**config.mk**
```make
export PLATFORM = sky130hd
export DESIGN_NAME = ps2_kbd_event_fifo_flat
export DESIGN_NICKNAME = d
export VERILOG_FILES = /design/src/rtl/ps2_kbd_event_fifo_if.sv /design/src/rtl/ps2_kbd_event_fifo.sv /design/src/flat_wrapper.sv
export SDC_FILE = /design/constraint.sdc
export NUM_CORES = 1
export LEC_CHECK = 0
export CAP_MARGIN = 25
export CORE_ASPECT_RATIO = 1.75
export CORE_MARGIN = 1
export CORE_UTILIZATION = 65
export CTS_CLUSTER_SIZE = 24
export DETAILED_ROUTE_END_ITERATION = 12
export DONT_BUFFER_PORTS = 1
export PLACE_DENSITY = 0.88
export REMOVE_ABC_BUFFERS = 1
export SETUP_SLACK_MARGIN = 0.2
export SLEW_MARGIN = 20
export SYNTH_ARGS = -nofsm -noshare
export SYNTH_HDL_FRONTEND = slang
export SYNTH_SLANG_ARGS = --single-unit
```
**constraint.sdc**
```tcl
create_clock -name clk -period 4.2 [get_ports clk]
set_input_delay 0.63 -clock clk [delete_from_list [all_inputs] [get_ports clk]]
set_output_delay 0.63 -clock clk [all_outputs]
set_load 0.005 [all_outputs]
```
**src/rtl/ps2_kbd_event_fifo_if.sv**
```systemverilog
// Handshake bundle between the PS/2 receiver/CPU side (master) and the keyboard event FIFO (slave).
interface ps2_kbd_event_fifo_if #(
  parameter int DEPTH = 16
);
  localparam int CW = $clog2(DEPTH) + 1;

  logic [7:0]    code_i;
  logic          strobe_i;
  logic          err_i;
  logic          pop_i;
  logic          clear_i;
  logic [9:0]    data_o;
  logic          valid_o;
  logic [CW-1:0] count_o;
  logic          overflow_o;
  logic [7:0]    err_count_o;

  modport master (
    output code_i, strobe_i, err_i, pop_i, clear_i,
    input  data_o, valid_o, count_o, overflow_o, err_count_o
  );

  modport slave (
    input  code_i, strobe_i, err_i, pop_i, clear_i,
    output data_o, valid_o, count_o, overflow_o, err_count_o
  );
endinterface

```
**src/rtl/ps2_kbd_event_fifo.sv**
```systemverilog
// Folds PS/2 set-2 prefix bytes (E0/F0/E1) into {break,extended,code} events and
// buffers them in a show-ahead FIFO drained by the CPU.
module ps2_kbd_event_fifo #(
  parameter int DEPTH      = 16,
  parameter int PAUSE_SKIP = 7
) (
  input  logic                    clk,
  input  logic                    reset_i,
  ps2_kbd_event_fifo_if.slave     bus
);

  localparam int AW  = $clog2(DEPTH);
  localparam int SKW = (PAUSE_SKIP < 1) ? 1 : $clog2(PAUSE_SKIP + 1);
  localparam logic [AW:0]    FULL_CNT = (AW + 1)'(DEPTH);
  localparam logic [SKW-1:0] SKIP_LD  = SKW'(PAUSE_SKIP);

  localparam logic [7:0] B_E0 = 8'hE0;
  localparam logic [7:0] B_F0 = 8'hF0;
  localparam logic [7:0] B_E1 = 8'hE1;

  typedef enum logic [2:0] {
    S_IDLE,
    S_EXT,
    S_BRK,
    S_EXT_BRK,
    S_SKIP
  } state_e;

  function automatic logic [7:0] sat_inc8(input logic [7:0] v);
    return (v == 8'hFF) ? v : v + 8'd1;
  endfunction

  state_e         state_q, state_d;
  logic [SKW-1:0] skip_q, skip_d;
  logic           push;
  logic [9:0]     push_data;

  logic [9:0]     mem_q [DEPTH];
  logic [AW-1:0]  wr_ptr_q, wr_ptr_d;
  logic [AW-1:0]  rd_ptr_q, rd_ptr_d;
  logic [AW-1:0]  rd_nxt;
  logic [AW:0]    count_q, count_d;
  logic [9:0]     data_q, data_d;
  logic           overflow_q, overflow_d;
  logic [7:0]     err_cnt_q, err_cnt_d;

  logic empty, full, do_pop, do_push, ovf_set;

  // Decoder: next state and the event (if any) produced by this byte
  always_comb begin
    state_d   = state_q;
    skip_d    = skip_q;
    push      = 1'b0;
    push_data = 10'd0;
    if (bus.err_i) begin
      state_d = S_IDLE;
      skip_d  = '0;
    end else if (bus.strobe_i) begin
      case (state_q)
        S_IDLE: begin
          if (bus.code_i == B_E0) begin
            state_d = S_EXT;
          end else if (bus.code_i == B_F0) begin
            state_d = S_BRK;
          end else if (bus.code_i == B_E1) begin
            push      = 1'b1;
            push_data = {2'b00, bus.code_i};
            if (PAUSE_SKIP > 0) begin
              skip_d  = SKIP_LD;
              state_d = S_SKIP;
            end
          end else begin
            push      = 1'b1;
            push_data = {2'b00, bus.code_i};
          end
        end
        S_EXT: begin
          if (bus.code_i == B_F0) begin
            state_d = S_EXT_BRK;
          end else if (bus.code_i != B_E0) begin
            push      = 1'b1;
            push_data = {2'b01, bus.code_i};
            state_d   = S_IDLE;
          end
        end
        S_BRK: begin
          if (bus.code_i == B_E0) begin
            state_d = S_EXT_BRK;
          end else if (bus.code_i != B_F0) begin
            push      = 1'b1;
            push_data = {2'b10, bus.code_i};
            state_d   = S_IDLE;
          end
        end
        S_EXT_BRK: begin
          if (bus.code_i != B_E0 && bus.code_i != B_F0) begin
            push      = 1'b1;
            push_data = {2'b11, bus.code_i};
            state_d   = S_IDLE;
          end
        end
        S_SKIP: begin
          if (skip_q <= SKW'(1)) begin
            skip_d  = '0;
            state_d = S_IDLE;
          end else begin
            skip_d = skip_q - SKW'(1);
          end
        end
        default: begin
          state_d = S_IDLE;
          skip_d  = '0;
        end
      endcase
    end
  end

  always_ff @(posedge clk or posedge reset_i) begin
    if (reset_i) begin
      state_q <= S_IDLE;
      skip_q  <= '0;
    end else begin
      state_q <= state_d;
      skip_q  <= skip_d;
    end
  end

  // FIFO control: a pop on a full FIFO frees the slot the same-edge push needs
  assign empty   = (count_q == '0);
  assign full    = (count_q == FULL_CNT);
  assign do_pop  = bus.pop_i && !empty;
  assign do_push = push && (!full || do_pop);
  assign ovf_set = push && full && !do_pop;
  assign rd_nxt  = rd_ptr_q + AW'(1);

  always_comb begin
    wr_ptr_d = do_push ? wr_ptr_q + AW'(1) : wr_ptr_q;
    rd_ptr_d = do_pop  ? rd_nxt            : rd_ptr_q;
    count_d  = count_q;
    if (do_push && !do_pop) begin
      count_d = count_q + (AW + 1)'(1);
    end else if (do_pop && !do_push) begin
      count_d = count_q - (AW + 1)'(1);
    end

    // Head register keeps data_o registered and zero after reset
    data_d = data_q;
    if (do_push && (empty || (do_pop && count_q == (AW + 1)'(1)))) begin
      data_d = push_data;
    end else if (do_pop && count_q > (AW + 1)'(1)) begin
      data_d = mem_q[rd_nxt];
    end

    overflow_d = overflow_q;
    if (ovf_set) begin
      overflow_d = 1'b1;
    end else if (bus.clear_i) begin
      overflow_d = 1'b0;
    end

    err_cnt_d = err_cnt_q;
    if (bus.err_i) begin
      err_cnt_d = bus.clear_i ? 8'd1 : sat_inc8(err_cnt_q);
    end else if (bus.clear_i) begin
      err_cnt_d = 8'd0;
    end
  end

  always_ff @(posedge clk) begin
    if (do_push) begin
      mem_q[wr_ptr_q] <= push_data;
    end
  end

  always_ff @(posedge clk or posedge reset_i) begin
    if (reset_i) begin
      wr_ptr_q   <= '0;
      rd_ptr_q   <= '0;
      count_q    <= '0;
      data_q     <= '0;
      overflow_q <= 1'b0;
      err_cnt_q  <= 8'd0;
    end else begin
      wr_ptr_q   <= wr_ptr_d;
      rd_ptr_q   <= rd_ptr_d;
      count_q    <= count_d;
      data_q     <= data_d;
      overflow_q <= overflow_d;
      err_cnt_q  <= err_cnt_d;
    end
  end

  assign bus.data_o      = data_q;
  assign bus.valid_o     = !empty;
  assign bus.count_o     = count_q;
  assign bus.overflow_o  = overflow_q;
  assign bus.err_count_o = err_cnt_q;

endmodule

```
**src/flat_wrapper.sv**
```systemverilog
// flat-port wrapper written by rule: the top's interface ports become plain ports
module ps2_kbd_event_fifo_flat 
#(
  parameter int DEPTH      = 16,
  parameter int PAUSE_SKIP = 7
)
  (clk, reset_i, bus_code_i, bus_strobe_i, bus_err_i, bus_pop_i, bus_clear_i, bus_data_o, bus_valid_o, bus_count_o, bus_overflow_o, bus_err_count_o);
  ps2_kbd_event_fifo_if #(.DEPTH(DEPTH)) bus_i ();
  input  logic clk;
  input  logic reset_i;
  input wire logic [$bits(bus_i.code_i)-1:0] bus_code_i;
  input wire logic [$bits(bus_i.strobe_i)-1:0] bus_strobe_i;
  input wire logic [$bits(bus_i.err_i)-1:0] bus_err_i;
  input wire logic [$bits(bus_i.pop_i)-1:0] bus_pop_i;
  input wire logic [$bits(bus_i.clear_i)-1:0] bus_clear_i;
  output wire logic [$bits(bus_i.data_o)-1:0] bus_data_o;
  output wire logic [$bits(bus_i.valid_o)-1:0] bus_valid_o;
  output wire logic [$bits(bus_i.count_o)-1:0] bus_count_o;
  output wire logic [$bits(bus_i.overflow_o)-1:0] bus_overflow_o;
  output wire logic [$bits(bus_i.err_count_o)-1:0] bus_err_count_o;
  assign bus_i.code_i = bus_code_i;
  assign bus_i.strobe_i = bus_strobe_i;
  assign bus_i.err_i = bus_err_i;
  assign bus_i.pop_i = bus_pop_i;
  assign bus_i.clear_i = bus_clear_i;
  assign bus_data_o = bus_i.data_o;
  assign bus_valid_o = bus_i.valid_o;
  assign bus_count_o = bus_i.count_o;
  assign bus_overflow_o = bus_i.overflow_o;
  assign bus_err_count_o = bus_i.err_count_o;
  ps2_kbd_event_fifo #(.DEPTH(DEPTH), .PAUSE_SKIP(PAUSE_SKIP)) u_core (.clk(clk), .reset_i(reset_i), .bus(bus_i));
endmodule
```
==> results of run 1 <==
## worst paths after layout
| kind | from | end | slack (ns) |
|---|---|---|---|
| min in group clk | bus_clear_i | u_core.bus.err_count_o[7] | 0.26 |
| min | reset_i | u_core.bus.err_count_o[6] | 0.22 |
| max | u_core.state_q[2] | u_core.mem_q[13][4] | 1.26 |
| max reg2reg | u_core.state_q[2] | u_core.mem_q[13][4] | 1.26 |
| min reg2reg | u_core.rd_ptr_q[3] | u_core.rd_ptr_q[3] | 0.51 |
| max in group asynchronous | reset_i | u_core.rd_ptr_q[0] | 3.60 |
## metal layers
layer / routed length, µm / GRT usage (%) / up-vias
met5: 0 / 0 / -
met4: 286 / 10.1 / 0
met3: 1580 / 6.79 / 18
met2: 9450 / 47.1 / 294
met1: 6450 / 38.4 / 2307
li1: - / - / 1924
## cell type report
cell class / count / area [µm²]
flip-flops and latches: 198 / 5760
well taps: 168 / 210
inverters: 16 / 60.1
fillers: 686 / 3390
multi-input cells: 254 / 2460
clock buffers: 23 / 479
clock inverters: 9 / 90.1
repair buffers: 7 / 50.0
## worst register-to-register path, cell delays in order, from the launching register on
cell,delay (ns)
dfrtp_1,0.48
or3b_4,0.46
a41oi_4,0.27
nand2_2,0.22
inv_2,0.17
nand3_1,0.18
nor2_1,0.78
## power groups by stage
stage | clock [mW] | sequential, mW | combinational [mW]
finish | 1.57 | 2.51 | 2.00
floorplan | 0 | 2.57 | 1.41
global placement | 0 | 2.52 | 1.90
global route | 1.64 | 2.54 | 2.11
detailed placement | 0 | 2.54 | 1.97
CTS | 1.57 | 2.50 | 2.00
## sequential cells by signal (all words and copies together), names as in the netlist
register                cells
u_core.mem_q              160
u_core.bus.data_o          10
u_core.bus.err_count_o      8
u_core.bus.count_o          5
u_core.rd_ptr_q             4
u_core.wr_ptr_q             4
u_core.skip_q               3
u_core.state_q              3
u_core.bus.overflow_o       1
## kinds of logic (layout without fill, tap and decap cells)
family | after synthesis | count (layout) | synth area share [%]
AOI/OAI and AO/OA | 53 | 53 | 4.64
adders and majority gates | 12 | 12 | 1.80
xor gates and xnor gates | 17 | 17 | 1.78
muxes | 63 | 63 | 13.6
DFF | 198 | 198 | 68.9
and+or+nand+nor | 109 | 109 | 6.98
buffers and inverters | 38 | 55 | 2.32
## cells in the mapped netlist (all sizes together), types with 2 or more instances
cell type / n / area share [%]
clkbuf: 8 / 0.37
dfrtp: 38 / 11
o32ai: 2 / 0.21
nor2: 34 / 1.6
a211oi: 3 / 0.27
mux4: 40 / 11
xnor2: 9 / 0.94
ha: 12 / 1.8
inv: 16 / 0.72
a211o: 10 / 1.1
and3: 4 / 0.30
mux2i: 22 / 2.6
a31oi: 4 / 0.30
nand2: 20 / 0.93
a21oi: 9 / 0.54
o21ba: 2 / 0.24
nand4: 7 / 0.52
edfxtp: 160 / 58
or3: 2 / 0.15
xor2: 8 / 0.84
nor3b: 3 / 0.33
nand3: 8 / 0.48
o21ai: 8 / 0.48
buf: 14 / 1.2
o22ai: 11 / 0.82
nor3: 4 / 0.24
and2: 13 / 1.1
nor4: 5 / 0.37
## through the flow
| stage | instances | power (mW) | TNS [ns] |
|---|---|---|---|
| final | 675 | 6.07 | 0 |
| after global routing | 675 | 6.28 | 0 |
| after CTS | 674 | 6.08 | 0 |
| after detailed placement | 642 | 4.51 | 0 |
| after global placement | 641 | 4.42 | 0 |
| after floorplan | 468 | 3.98 | -2.93 |
==> results_dict.tcl, run 1 <==
set metrics [dict create \
    status "finished clean" \
    max-clock-path-buffers 2 \
    slew_headroom_pct 35.6 \
    io_buffers 0 \
    final_util_pct 72.9 \
    antenna_found_initial 0 \
    slowest_stage "nor2_1" \
    drtAntennaViolNets 0 \
    crit_buf_inv 1 \
    insertion_delay_ns 0.43 \
    grt_usage_pct 28.9 \
    pre_cts_ws_ns 1.19 \
    post-cts-setup-buffers 0 \
    drt-vias-per-instance 6.73 \
    fin_skew_ns 0.0110 \
    antennaDiodeCount 0 \
    num_rows 54 \
    final_area_um2 9110 \
    min_period_ns 2.94 \
    synth.yosys.seq_area_share_pct 68.9 \
    rsz0062_at_grt "no" \
    hold_buffers 0 \
    maxSlewViolCount 0 \
    layout_commonest_cell "edfxtp_1" \
    drive_gt1_share_pct 20.7 \
    drc 0 \
    worst_slew_pin_slew_ns 0.965 \
    grt_pass1_wl_um 26900 \
    clkPwrFrac_pct 25.8 \
    yosys_register_bits 198 \
    async_reset_ff_share_pct 19.2 \
    p_leak_nw 3.17 \
    yosysWarnings 0 \
    synth.cell_area_um2 8350 \
    cp.required_ns 4.24 \
    switching_power_mw 1.96 \
    totalWireLength_um 17800 \
    cts-root-buf "clkbuf_16" \
    hold_ws_ns 0.217 \
    fmax_mhz 341 \
    initial_core_util_pct 66.8 \
    reg2reg_depth 6 \
    cts.sinks 198 \
    slowest_delay_ns 0.78 \
    cts_buffers 17 \
    die_area_um2 13300 \
    synth_cell_types 53 \
    grt_pass1_vias 4566 \
    via_count 4543 \
    grt_max_degree 43 \
    crit_chain "or3b_4, a41oi_4, nand2_2, inv_2, nand3_1, nor2_1" \
    peakVddDrop_mv 0.850 \
    fin_crit_sh_pct 69.9 \
    path_delay_family "simple AND/OR/NAND/NOR gates" \
    place.gp.congestion 0.876 \
    final-setup-viol-count 0 \
    gr-total-overflow 0 \
    ys.flop_type "edfxtp_1" \
    holdCritPathClass "primary input to async pin" \
    io-pin-count 39 \
    cts_tree "done" \
    maxCapViolations 0 \
    path_clk_slew_ns 0.07 \
    comb_power_share_pct 32.9 \
    switching_share_pct 32.3 \
    dpl_cell_area_um2 8510 \
    die_h_um 152 \
    wl_per_cell_um 26.3 \
    die_w_um 87.7 \
    syn_inst 490 \
    avgSynthCellArea_um2 17.0 \
    cp-end-kind "flop" \
    ctsResizeCount 0 \
    core_um2 12500 \
    crit_arrival_ns 2.98 \
    cp_num_cells 6 \
    seqPwrFrac_pct 41.4 \
    dp_hpwl_um 11300 \
    drt-pass1-iter-count 5 \
    layout.nets 520 \
    worstSetupPathType "flop to flop" \
    syn2layout_area_growth_pct 9.03 \
    internal_power_mw 4.11 \
    drtIter0Drc 571 \
    crit_fanout 10 \
    setup_ws_ns 1.26 \
    start_kind "flop" \
    cts_max_level 4 \
    hold_viol 0 \
    powerDensity_nw_per_um2 667 \
    synth-edff-count 160 \
    final_cell_mix "edfxtp_1 (160), mux4_2 (40), dfrtp_1 (37)" \
]
Power figures use the tool's default switching activity.
==> run 2, diff against run 1 <==
--- a/config.mk
+++ b/config.mk
@@ -5,14 +5,15 @@
 export SDC_FILE = /design/constraint.sdc
 export NUM_CORES = 1
 export LEC_CHECK = 0
+export ABC_AREA = 1
 export CAP_MARGIN = 25
 export CORE_ASPECT_RATIO = 1.75
 export CORE_MARGIN = 1
-export CORE_UTILIZATION = 65
+export CORE_UTILIZATION = 64
 export CTS_CLUSTER_SIZE = 24
 export DETAILED_ROUTE_END_ITERATION = 12
 export DONT_BUFFER_PORTS = 1
-export PLACE_DENSITY = 0.88
+export PLACE_DENSITY = 0.87
 export REMOVE_ABC_BUFFERS = 1
 export SETUP_SLACK_MARGIN = 0.2
 export SLEW_MARGIN = 20
==> constraint.sdc (replaced) <==
create_clock -name clk -period 2.9 [get_ports clk]
set_input_delay 0.435 -clock clk [delete_from_list [all_inputs] [get_ports clk]]
set_output_delay 0.435 -clock clk [all_outputs]
set_load 0.005 [all_outputs]
==> run 2 against run 1 <==
Net effect: clock-buffer cell count fell by 3; sequential share of layout area fell by 6.8 points; setup slack got worse by 0.74 ns.
==> results_dict.tcl, run 2 <==
set metrics [dict create \
    ys.flop_type "edfxtp_1" \
    worstSetupPathType "flop to flop" \
    clkPwrFrac_pct 21.7 \
    layout.nets 1012 \
    min_period_ns 2.37 \
    holdCritPathClass "primary input to async pin" \
    fin_skew_ns 0.0130 \
    status "finished clean" \
    num_rows 58 \
    insertion_delay_ns 0.44 \
    p_leak_nw 4.46 \
    synth-edff-count 160 \
    maxCapViolations 0 \
    internal_power_mw 5.78 \
    fillCellCount 844 \
    gr-total-overflow 0 \
    final_util_pct 71.3 \
    synth_top_family_by_area "simple AND/OR/NAND/NOR gates" \
    synth_top_area_cell "edfxtp_1" \
    powerDensity_nw_per_um2 993 \
    seqPwrFrac_pct 36.1 \
    synth.cell_area_um2 9310 \
    async_reset_ff_share_pct 19.2 \
    syn2layout_area_growth_pct 9.50 \
    core_um2 14300 \
    cp_common_cell "inv_1" \
    muxShareOfSynthArea_pct 0 \
    synth_adder_area_share_pct 1.61 \
    dp_cells 1147 \
    setup_ws_ns 0.526 \
    antennaDiodeCount 0 \
    drive_gt1_share_pct 11.2 \
    synth_most_common_cell "nand2_1" \
    largest-register "u_core.mem_q" \
    final_cell_mix "nand2_1 (325), edfxtp_1 (160), nand3_1 (123)" \
    cts_max_level 4 \
    grt_max_degree 64 \
    grt_usage_pct 31.4 \
    grt_pass1_vias 6901 \
    die_w_um 93.2 \
    cts_buffers 17 \
    crit_chain "inv_1, ha_1, inv_1, nor2_1, nand2_2, inv_2, nor2_8, ha_1, inv_1, a21oi_1, o21ai_0, xor2_1, inv_1" \
    yosys-top-cells-count "nand2_1 (325), edfxtp_1 (160), nand3_1 (123)" \
    max-clock-path-buffers 2 \
    maxSlewViolCount 0 \
    wl_per_cell_um 19.0 \
    drt-pass1-iter-count 6 \
    synth.yosys.seq_area_share_pct 61.8 \
    drc 0 \
    dp_hpwl_um 14400 \
    pre_cts_ws_ns 0.524 \
    crit_arrival_ns 2.71 \
    synthXorXnorAreaFrac_pct 0.940 \
    largest_reg_flops 160 \
    slowest_delay_ns 0.47 \
    cp.required_ns 3.23 \
    synthSimpleGateAreaFrac_pct 26.2 \
    cp-end-kind "flop" \
    start_kind "flop" \
    fin_cells 1179 \
    drt-vias-per-instance 5.94 \
    cts_tree "done" \
    grt_pass1_wl_um 34500 \
    switching_share_pct 43.0 \
    crit_fanout 10 \
    peakVddDrop_mv 0.898 \
    hold_viol 0 \
    antenna_found_initial 0 \
    synth_top_area_share_pct 51.6 \
    die_h_um 162 \
    rsz0062_at_grt "no" \
    path_clk_slew_ns 0.07 \
    io-pin-count 39 \
    post-cts-setup-buffers 0 \
    totalWireLength_um 22400 \
    drtIter0Drc 655 \
    fmax_mhz 421 \
    layout_commonest_cell "nand2_1" \
    final-setup-viol-count 0 \
    avgSynthCellArea_um2 9.63 \
    drtAntennaViolNets 0 \
    regArea_um2 5760 \
    worst_slew_pin_slew_ns 0.854 \
    synth_compound_area_share_pct 2.87 \
    via_count 7000 \
    slowest_stage "dfrtp_1" \
    slew_headroom_pct 43.0 \
    comb_power_share_pct 42.2 \
    die_area_um2 15100 \
    io_buffers 0 \
    initial_core_util_pct 65.1 \
    synth_area_leaders "edfxtp_1 (52%), nand2_1 (13%), dfrtp_1 (10%)" \
    yosys_register_bits 198 \
    switching_power_mw 4.35 \
    yosysWarnings 0 \
    hold_ws_ns 0.0258 \
    syn_inst 967 \
    place.gp.congestion 0.900 \
    cts-root-buf "clkbuf_16" \
    cts.sinks 198 \
    synth_cell_types 40 \
    multiInputGateArea_um2 2970 \
    fin_crit_sh_pct 81.9 \
]
run 2: cell count changes in the layout (fill, tap and decap cells not counted), moves of 29 or more:
cell	previous run	this run
nand2_1	19	325
nand3_1	8	123
inv_1	15	94
mux4_2	40	0
nor2_1	32	67
buf_4	6	35
run 2: final timing paths:
path                                                  end  cells past startpoint                  start  slack (ns)
worst max-delay path                u_core.bus.count_o[2]                     13  u_core.bus.count_o[0]        0.53
worst min-delay path            u_core.bus.err_count_o[6]                      1                reset_i        0.03
worst max register to register      u_core.bus.count_o[2]                     13  u_core.bus.count_o[0]        0.53
worst min register to register         u_core.rd_ptr_q[1]                      2     u_core.rd_ptr_q[1]        0.54
max in group asynchronous              u_core.wr_ptr_q[3]                      2                reset_i        2.11
min in group clk                u_core.bus.err_count_o[1]                      1            bus_clear_i        0.07
run 2: area by class of cell:
cell class                 count  share of cell area [%]
inverter                     103                    3.88
timing repair buffer          38                    2.99
tap                          180                    2.21
multi-input combinational    628                    29.1
clock buffer                  20                    4.28
clock inverter                12                    1.08
sequential                   198                    56.4
run 2: metal layers:
layer	wire length, µm	track usage (%)	up-vias
met5	0	0	-
met4	1780	25.3	0
met3	1660	6.92	111
met2	11800	54.9	449
met1	7200	31.2	3244
li1	-	-	3196
run 2: logic make-up (layout without fill, tap and decap cells):
group | after synthesis | count (layout)
adder cells (fa/ha/maj) | 12 | 12
AND/OR/NAND/NOR | 559 | 559
AO/OA/AOI/OAI | 47 | 47
buffers and inverters | 141 | 173
XOR/XNOR | 10 | 10
flip-flops | 198 | 198
run 2: power groups by stage:
stage | clock network (mW) | logic, mW | registers, mW
after floorplan | 0 | 2.60 | 3.74
after CTS | 2.20 | 4.19 | 3.65
final | 2.20 | 4.27 | 3.66
after global placement | 0 | 3.94 | 3.69
after detailed placement | 0 | 4.07 | 3.70
after global routing | 2.29 | 4.64 | 3.68
run 2: per-stage QoR:
step | setup TNS, ns | cell area, µm² | power, mW
final | 0 | 10200 | 10.1
after detailed placement | 0 | 9650 | 7.77
after global routing | 0 | 10200 | 10.6
after CTS | 0 | 10200 | 10.0
after floorplan | -9.55 | 9100 | 6.34
after global placement | 0 | 9620 | 7.63
run 2: worst max-delay path, delay by kind of cell (launching register included):
kind            cells  cell delay, ns
buf+inv             5            0.45
fa+ha+maj           2            0.51
xor+xnor            1            0.15
simple gates        3            0.40
compound gates      2            0.30
flops               1            0.47
run 2: repair_timing:
action	CTS	global route
hold buffers	0	0
setup endpoints to repair	0	1
resized for setup	0	1
